[src/rtl/i2c_cmd_sequencer.sv]
// Drives an OpenCores I2C master core over Avalon-MM to run complete
// single-byte register reads and writes on an I2C slave.
//
// state      | meaning
// S_INIT     | programming prescaler and enable
// S_IDLE     | waiting for a client request
// S_TXR      | writing TXR for the current byte
// S_CR       | writing CR for the current byte
// S_POLL     | reading SR until TIP clears or timeout
// S_RXR      | reading the received byte
// S_STO      | writing a STOP after NACK or timeout
// S_STO_POLL | reading SR until the bus is free
module i2c_cmd_sequencer #(
  parameter logic [15:0] PRESCALE     = 16'd99,
  parameter logic [19:0] POLL_TIMEOUT = 20'd1000000
) (
  input  logic       csi_clk,
  input  logic       csi_reset,
  input  logic       req_valid,
  output logic       req_ready,
  input  logic       req_rnw,
  input  logic [6:0] req_dev,
  input  logic [7:0] req_reg,
  input  logic [7:0] req_wdata,
  output logic       rsp_valid,
  output logic [7:0] rsp_rdata,
  output logic [1:0] rsp_status,
  output logic       init_done,
  output logic [2:0] avm_address,
  output logic [7:0] avm_writedata,
  input  logic [7:0] avm_readdata,
  output logic       avm_read,
  output logic       avm_write,
  input  logic       avm_waitrequest
);

  localparam logic [2:0] A_TXRX = 3'd3;
  localparam logic [2:0] A_CRSR = 3'd4;

  typedef enum logic [2:0] {
    S_INIT, S_IDLE, S_TXR, S_CR, S_POLL, S_RXR, S_STO, S_STO_POLL
  } state_t;

  state_t      state;
  logic [1:0]  init_idx;
  logic [1:0]  step;
  logic        rnw;
  logic [6:0]  dev;
  logic [7:0]  reg_idx;
  logic [7:0]  wdata;
  logic [19:0] poll_cnt;
  logic [1:0]  err;

  logic        access_open;
  logic        done;
  logic        step_ack_chk;
  logic        step_last;
  logic [7:0]  step_txr;
  logic [7:0]  step_cr;
  logic        acc_read;
  logic        acc_write;
  logic [2:0]  acc_addr;
  logic [7:0]  acc_data;

  assign access_open = avm_read | avm_write;
  assign done        = access_open & ~avm_waitrequest;

  // Byte steps 0..2 are common address/register/third byte; step 3 is the read byte.
  always_comb begin
    step_ack_chk = 1'b1;
    step_last    = 1'b0;
    step_txr     = 8'h00;
    step_cr      = 8'h00;
    case (step)
      2'd0: begin step_txr = {dev, 1'b0}; step_cr = 8'h90; end
      2'd1: begin step_txr = reg_idx;     step_cr = 8'h10; end
      2'd2: begin
        if (rnw) begin
          step_txr = {dev, 1'b1};
          step_cr  = 8'h90;
        end else begin
          step_txr  = wdata;
          step_cr   = 8'h50;
          step_last = 1'b1;
        end
      end
      default: begin
        step_ack_chk = 1'b0;
        step_cr      = 8'h68;
        step_last    = 1'b1;
      end
    endcase
  end

  always_comb begin
    acc_read  = 1'b0;
    acc_write = 1'b0;
    acc_addr  = A_CRSR;
    acc_data  = 8'h00;
    case (state)
      S_INIT: begin
        acc_write = 1'b1;
        acc_addr  = {1'b0, init_idx};
        acc_data  = (init_idx == 2'd0) ? PRESCALE[7:0] :
                    (init_idx == 2'd1) ? PRESCALE[15:8] : 8'h80;
      end
      S_TXR:      begin acc_write = 1'b1; acc_addr = A_TXRX; acc_data = step_txr; end
      S_CR:       begin acc_write = 1'b1; acc_data = step_cr; end
      S_STO:      begin acc_write = 1'b1; acc_data = 8'h40; end
      S_POLL,
      S_STO_POLL: acc_read = 1'b1;
      S_RXR:      begin acc_read = 1'b1; acc_addr = A_TXRX; end
      default: ;
    endcase
  end

  always_ff @(posedge csi_clk) begin
    if (csi_reset) begin
      state         <= S_INIT;
      init_idx      <= 2'd0;
      step          <= 2'd0;
      rnw           <= 1'b0;
      dev           <= 7'd0;
      reg_idx       <= 8'd0;
      wdata         <= 8'd0;
      poll_cnt      <= 20'd0;
      err           <= 2'b00;
      req_ready     <= 1'b0;
      rsp_valid     <= 1'b0;
      rsp_rdata     <= 8'd0;
      rsp_status    <= 2'b00;
      init_done     <= 1'b0;
      avm_address   <= 3'd0;
      avm_writedata <= 8'd0;
      avm_read      <= 1'b0;
      avm_write     <= 1'b0;
    end else begin
      rsp_valid <= 1'b0;
      if (state == S_POLL && poll_cnt != 20'hFFFFF)
        poll_cnt <= poll_cnt + 20'd1;

      // One access at a time: launch when the bus is free, drop strobes on completion.
      if (!access_open) begin
        if (acc_read || acc_write) begin
          avm_read      <= acc_read;
          avm_write     <= acc_write;
          avm_address   <= acc_addr;
          avm_writedata <= acc_data;
        end
      end else if (!avm_waitrequest) begin
        avm_read  <= 1'b0;
        avm_write <= 1'b0;
      end

      case (state)
        S_INIT: if (done) begin
          if (init_idx == 2'd2) begin
            init_done <= 1'b1;
            state     <= S_IDLE;
          end else begin
            init_idx <= init_idx + 2'd1;
          end
        end
        S_IDLE: begin
          if (req_valid && req_ready) begin
            rnw       <= req_rnw;
            dev       <= req_dev;
            reg_idx   <= req_reg;
            wdata     <= req_wdata;
            step      <= 2'd0;
            req_ready <= 1'b0;
            state     <= S_TXR;
          end else begin
            req_ready <= 1'b1;
          end
        end
        S_TXR: if (done) state <= S_CR;
        S_CR: if (done) begin
          poll_cnt <= 20'd0;
          state    <= S_POLL;
        end
        S_POLL: if (done) begin
          if (avm_readdata[1]) begin
            // Count is only observed at read completion, so it may step past the limit.
            if (poll_cnt >= POLL_TIMEOUT) begin
              err   <= 2'b11;
              state <= S_STO;
            end
          end else if (avm_readdata[5]) begin
            rsp_valid  <= 1'b1;
            rsp_status <= 2'b10;
            rsp_rdata  <= 8'd0;
            state      <= S_IDLE;
          end else if (step_ack_chk && avm_readdata[7]) begin
            err   <= 2'b01;
            state <= S_STO;
          end else if (step_last && rnw) begin
            state <= S_RXR;
          end else if (step_last) begin
            rsp_valid  <= 1'b1;
            rsp_status <= 2'b00;
            rsp_rdata  <= 8'd0;
            state      <= S_IDLE;
          end else begin
            step  <= step + 2'd1;
            state <= (step == 2'd2) ? S_CR : S_TXR;
          end
        end
        S_RXR: if (done) begin
          rsp_valid  <= 1'b1;
          rsp_status <= 2'b00;
          rsp_rdata  <= avm_readdata;
          state      <= S_IDLE;
        end
        S_STO: if (done) begin
          if (err == 2'b01) begin
            state <= S_STO_POLL;
          end else begin
            rsp_valid  <= 1'b1;
            rsp_status <= err;
            rsp_rdata  <= 8'd0;
            state      <= S_IDLE;
          end
        end
        S_STO_POLL: if (done && !avm_readdata[6]) begin
          rsp_valid  <= 1'b1;
          rsp_status <= 2'b01;
          rsp_rdata  <= 8'd0;
          state      <= S_IDLE;
        end
        default: state <= S_INIT;
      endcase
    end
  end

endmodule
[config.mk]
export PLATFORM = sky130hd
export DESIGN_NAME = i2c_cmd_sequencer
export DESIGN_NICKNAME = d
export VERILOG_FILES = /design/src/rtl/i2c_cmd_sequencer.sv
export SDC_FILE = /design/constraint.sdc
export NUM_CORES = 1
export LEC_CHECK = 0
export ABC_AREA = 1
export BUFFER_PORTS_ARGS = -buffer_cell sky130_fd_sc_hd__buf_2
export CAP_MARGIN = 10
export CORE_ASPECT_RATIO = 1.4
export CORE_UTILIZATION = 57
export CTS_BUF_LIST = sky130_fd_sc_hd__clkbuf_16
export CTS_CLUSTER_SIZE = 8
export DETAILED_ROUTE_END_ITERATION = 7
export PLACE_DENSITY = 0.8
export SLEW_MARGIN = 0
export SYNTH_ARGS = -nofsm -noshare
export SYNTH_HDL_FRONTEND = slang
export SYNTH_SLANG_ARGS = --single-unit
[constraint.sdc]
create_clock -name csi_clk -period 2.25 [get_ports csi_clk]
set_clock_uncertainty 0.15 [all_clocks]
set_input_delay 0.1125 -clock csi_clk [delete_from_list [all_inputs] [get_ports csi_clk]]
set_output_delay 0.1125 -clock csi_clk [all_outputs]
set_load 0.01 [all_outputs]
After elaboration in Yosys (flattened, before gate mapping)
Index checks and enable logic that the tools add are counted.
{ "totals": {"input_bits": 36, "ram_bits": 0, "latchBits": 0, "mem_count": 0, "word_cells": 175, "register_bits": 79, "romBits": 0, "output_inout_bits": 26} }
{ "op_classes": {"n_reduce_logical": 28, "shifts": 0, "addsub": 3, "n_lt_le_gt_ge": 1, "n_bitwise": 5, "eq_ne": 35, "mul": 0, "div_mod_pow": 0, "mux": 85} }
{ "op_table": {"columns": ["cell", "count"], "rows": [
  ["$mux 8", 14],
  ["$pmux 8 s4", 2],
  ["$mux 20", 3],
  ["$pmux 8 s3", 2],
  ["$mux 3", 15],
  ["$mux 2", 22],
  ["$ne 2x2->1 const B", 17],
  ["$pmux 3 s8", 1],
  ["$mux 1", 21],
  ["$add 20x1->20 const B", 1],
  ["$ge 20x20->1 const B", 1],
  ["$ne 20x20->1 const B", 1],
  ["$reduce_and 10->1", 2],
  ["$eq 3x3->1 const B", 4],
  ["$ne 3x3->1 const B", 3],
  ["$pmux 2 s4", 1],
  ["$reduce_and 8->1", 1],
  ["$eq 2x1->1 const B", 3],
  ["$eq 3x2->1 const B", 2],
  ["$pmux 3 s2", 1],
  ["$reduce_and 2->1", 3],
  ["$reduce_and 3->1", 2],
  ["$reduce_bool 2->1", 3],
  ["$reduce_or 3->1", 2],
  ["20 further kinds", 30]
]} }

Longest topological paths before layout
{ "depth": {"depth_word": 10, "ltp_mapped": 11, "mapped_depth_nobuf": 11} }

Least setup slack after synthesis
Ideal clock, no wire load.
{ "synth_path": {"path_kind": "register to register", "start": "register poll_cnt[0]", "end": "register poll_cnt[3]", "path_buffers": 1, "path_slack_ps": 510, "arrival_ps": 1472, "path_stages_with_launch": 10, "synth_period_minus_slack_ps": 1740, "path_cell_list": "dfxtp_1 ha_1 inv_1 nor2_1 nand2_1 nor2_4 a21oi_2 buf_6 o21ai_0 nor2_1"} }
{ "synth_via": {"elab_chain_cells": 5} }
{ "synth_rtl": {"columns": ["element", "line", "text"], "rows": [
  ["start, declared", "51", "logic [19:0] poll_cnt;"],
  ["start signal, assigned", "140", "poll_cnt <= poll_cnt + 20'd1;"],
  ["parallel branches: the longest is 2 deep, another holds $add 20x1->20", null, null],
  ["$mux 20 *", "139", "if (state == S_POLL && poll_cnt != 20'hFFFFF)"],
  ["$mux 20", "178", "S_CR: if (done) begin"],
  ["$mux 20 *", "155", "case (state)"]
]} }
Every way passes the cells marked *.
A chain may end at the register's enable or synchronous reset.

Final worst setup path
{ "layout_path": {"start": "register poll_cnt[0]", "end": "register poll_cnt[6]"} }
Same word-level chain as after synthesis.

==> flow_metrics.env <==
export IMPL_status="finished, final reports clean"
export IMPL_fin_setup_tns_ns=0
export IMPL_synthFlopType="dfxtp_1"
export IMPL_synth_top_family_by_area="simple AND/OR/NAND/NOR gates"
export IMPL_critPathMaxStageDelay_ns=0.40
export IMPL_clkLatencyLatePin_ns=0.33
export IMPL_yosysWarnings=0
export IMPL_slowest_stage="dfxtp_1"
export IMPL_ant_nets=0
export IMPL_worstPathRequired_ns=2.31
export IMPL_max_freq_mhz=492.8
export IMPL_end_kind="flop"
export IMPL_synth_mux_area_frac=0
export IMPL_grt_pass1_vias=4035
export IMPL_dieHeight_um=103.0
export IMPL_layout_commonest_cell="nand2_1"
export IMPL_crit_path_max_fanout=10
export IMPL_crit_start="poll_cnt[0]"
export IMPL_r2r_end="poll_cnt[6]"
export IMPL_ys_async_sr_fraction=0
export IMPL_grt_pass1_wl_um=17740
export IMPL_num_io_pins=62
export IMPL_antenna_found_initial=0
export IMPL_cts_root_buf="clkbuf_16"
export IMPL_worst_pin_slew_ns=0.5108
export IMPL_drtIter0Drc=335
export IMPL_nets=777
export IMPL_finalMaxSlewViolations=0
export IMPL_hold_start="avm_readdata[2]"
export IMPL_post_cts_setup_buffers=0
export IMPL_crit_top_cell="nand2_1"
export IMPL_finalSetupViolCount=0
export IMPL_synth_seq_area_share=0.3805
export IMPL_synth_simple_gate_area_frac=0.3892
export IMPL_die_width_um=74.17
export IMPL_hold_path_class="in -> reg"
export IMPL_clk_pin_slew_ns=0.06
export IMPL_regArea_mm2=0.001582
export IMPL_synth_xor_area_frac=0.01054
export IMPL_r2r_slack_ns=0.22
export IMPL_syn_instance_count=638
export IMPL_drcViolationCount=0
export IMPL_cts_max_path_buffers=2
export IMPL_grt_max_degree=46
export IMPL_crit_type="reg -> reg"
export IMPL_r2r_start="poll_cnt[0]"
export IMPL_timing_final_crit_share=0.9020
export IMPL_synth_seq_cells=79
export IMPL_vias=4345
export IMPL_finalWeightedCongestion=0.8782
export IMPL_synth_fa_ha_area_frac=0.02709
export IMPL_yosysUniqueCellTypes=35
export IMPL_syn_area_mm2=0.004156
export IMPL_rsz0062_at_grt="no"
export IMPL_multi_input_area_mm2=0.002278
export IMPL_maxSlewHeadroom=0.6588
export IMPL_synth_area_per_cell_um2=6.515
export IMPL_crit_path_end="poll_cnt[6]"
export IMPL_cts_tree="yes"
export IMPL_drt_wirelength_per_cell_um=13.18
export IMPL_port_buffers=61
export IMPL_place_hpwl_um=7663
export IMPL_totalPowerFinal_mw=4.995
export IMPL_numCtsBuffers=9
export IMPL_fill_cells=609
export IMPL_initial_utilization=0.5915
export IMPL_grt_ovfl_total=0
export IMPL_placementRows=36
export IMPL_fin_crit_ns=2.029
export IMPL_reg2reg_depth=10
export IMPL_p_per_area_mw_per_mm2=963.1
export IMPL_viasPerCell=5.229
export IMPL_n_antenna_cell=0
export IMPL_worst_ep_arrival_time_ns=2.09
export IMPL_area_growth_pct=24.77
export IMPL_synth_edf_count=0
export IMPL_grt_util_all_layers=0.3058
export IMPL_p_leak_nw=2.355
export IMPL_routed_wl_um=10950
export IMPL_startpoint_type="flop"
export IMPL_final_hold_viol_count=0
export IMPL_crit_chain="ha_1 -> inv_1 -> nor2_1 -> nand2_1 -> nor2_4 -> nand2_1 -> nand2_4 -> nand2_1 -> o211ai_1 -> nor2_1"
export IMPL_ir_drop_mv=0.6016
export IMPL_cts_sinks=79
export IMPL_dieArea_mm2=0.007642
export IMPL_cts_max_level=3
export IMPL_dr_pass1_iters=5
export IMPL_synth_compound_area_share=0.1189
export IMPL_layout_common_cells="182 x nand2_1, 136 x nor2_1, 79 x dfxtp_1"
export IMPL_syn_nets=683
export IMPL_cap_violations=0
export IMPL_fp_coreArea_mm2=0.007027
export IMPL_drive_gt1_frac=0.1508
-- cell type report --
type | instances | area share
Tap cell | 95 | 0.02292
Clock buffer | 9 | 0.04343
Sequential cell | 79 | 0.3049
Clock inverter | 6 | 0.01978
Timing Repair Buffer | 101 | 0.1308
Multi-Input combinational cell | 488 | 0.4393
Inverter | 53 | 0.03884
-- registers in the layout, summed over array words and instances, names as in the netlist --
signal	cells
avm_writedata	8
step	2
init_idx	2
init_done	1
rsp_valid	1
reg_idx	8
avm_read	1
avm_write	1
rsp_rdata	8
state	3
avm_address	3
rnw	1
dev	7
err	2
poll_cnt	20
rsp_status	2
wdata	8
req_ready	1
-- metrics by stage --
step                      instances    util  hold WS [ns]  worst slack, ns  cell area (um^2)
after detailed placement        787  0.6487        0.1907           0.1114              4558
after global placement          787  0.6487        0.1839           0.1963              4558
after CTS                       831  0.7366      0.001266           0.1086              5176
final                           831  0.7381      0.003298           0.2206              5186
after global routing            831  0.7381       0.03374          0.03976              5186
after floorplan                 638       -       0.09740           0.5105              4156
-- Yosys cell counts, types with 2 or more instances --
| master | number | area (um^2) |
|---|---|---|
| nand2_4 | 3 | 33.78 |
| clkbuf_1 | 5 | 18.77 |
| buf_2 | 8 | 40.04 |
| nand4_1 | 4 | 25.02 |
| o21bai_1 | 5 | 37.54 |
| a21oi_2 | 2 | 17.52 |
| nor2_4 | 5 | 56.30 |
| a21oi_1 | 28 | 140.1 |
| nor2_1 | 136 | 510.5 |
| nand3b_1 | 3 | 22.52 |
| xor2_1 | 4 | 35.03 |
| nor3_1 | 2 | 10.01 |
| o21ai_0 | 49 | 245.2 |
| inv_1 | 48 | 180.2 |
| nand3_2 | 2 | 20.02 |
| dfxtp_1 | 79 | 1582 |
| nand2_2 | 4 | 25.02 |
| buf_6 | 3 | 33.78 |
| inv_2 | 4 | 15.01 |
| nand3_1 | 38 | 190.2 |
| o211ai_1 | 3 | 22.52 |
| nand2_1 | 182 | 683.2 |
| ha_1 | 9 | 112.6 |
-- worst max-delay path, delay by kind of cell, from the launching register on --
| kind | cells | cell delay (ns) |
|---|---|---|
| DFF | 1 | 0.40 |
| and+or+nand+nor | 7 | 0.93 |
| adders and majority gates | 1 | 0.27 |
| buffers and inverters | 1 | 0.08 |
| AOI/OAI and AO/OA | 1 | 0.08 |
-- repair_timing --
action / 4_1_cts / 5_1_grt
hold buffers: 29 / 0
setup endpoints to repair: 0 / 14
hold endpoints to repair: 30 / 0
resized for setup: 0 / 3
-- report_power, final --
part	switching, mW	internal [mW]	total (mW)	leakage, nW
clock network	0.558	1.07	1.63	0.168
registers	0.190	1.64	1.83	0.641
logic	0.978	0.561	1.54	1.55
total	1.73	3.27	4.99	2.35
-- worst min path at each step --
stage,to,depth (start not counted)
floorplan,wdata[0],2
global placement,wdata[4],3
detailed placement,wdata[4],3
CTS,rsp_rdata[2],5
global route,err[1],3
finish,rsp_rdata[2],5
-- routing by layer --
metal  global-route usage  vias up  share of wire
li1                     -     2209              -
met1               0.3343     1990           0.40
met2               0.5497      109           0.52
met3              0.06354       37          0.038
met4               0.1524        0          0.036
met5                    0        -              0
-- logic make-up after synthesis --
| logic type | Yosys count |
|---|---|
| xor+xnor | 5 |
| simple gates | 384 |
| compound gates | 90 |
| fa+ha+maj | 9 |
| buf+inv | 71 |
| flops | 79 |
Power figures use the tool's default switching activity.
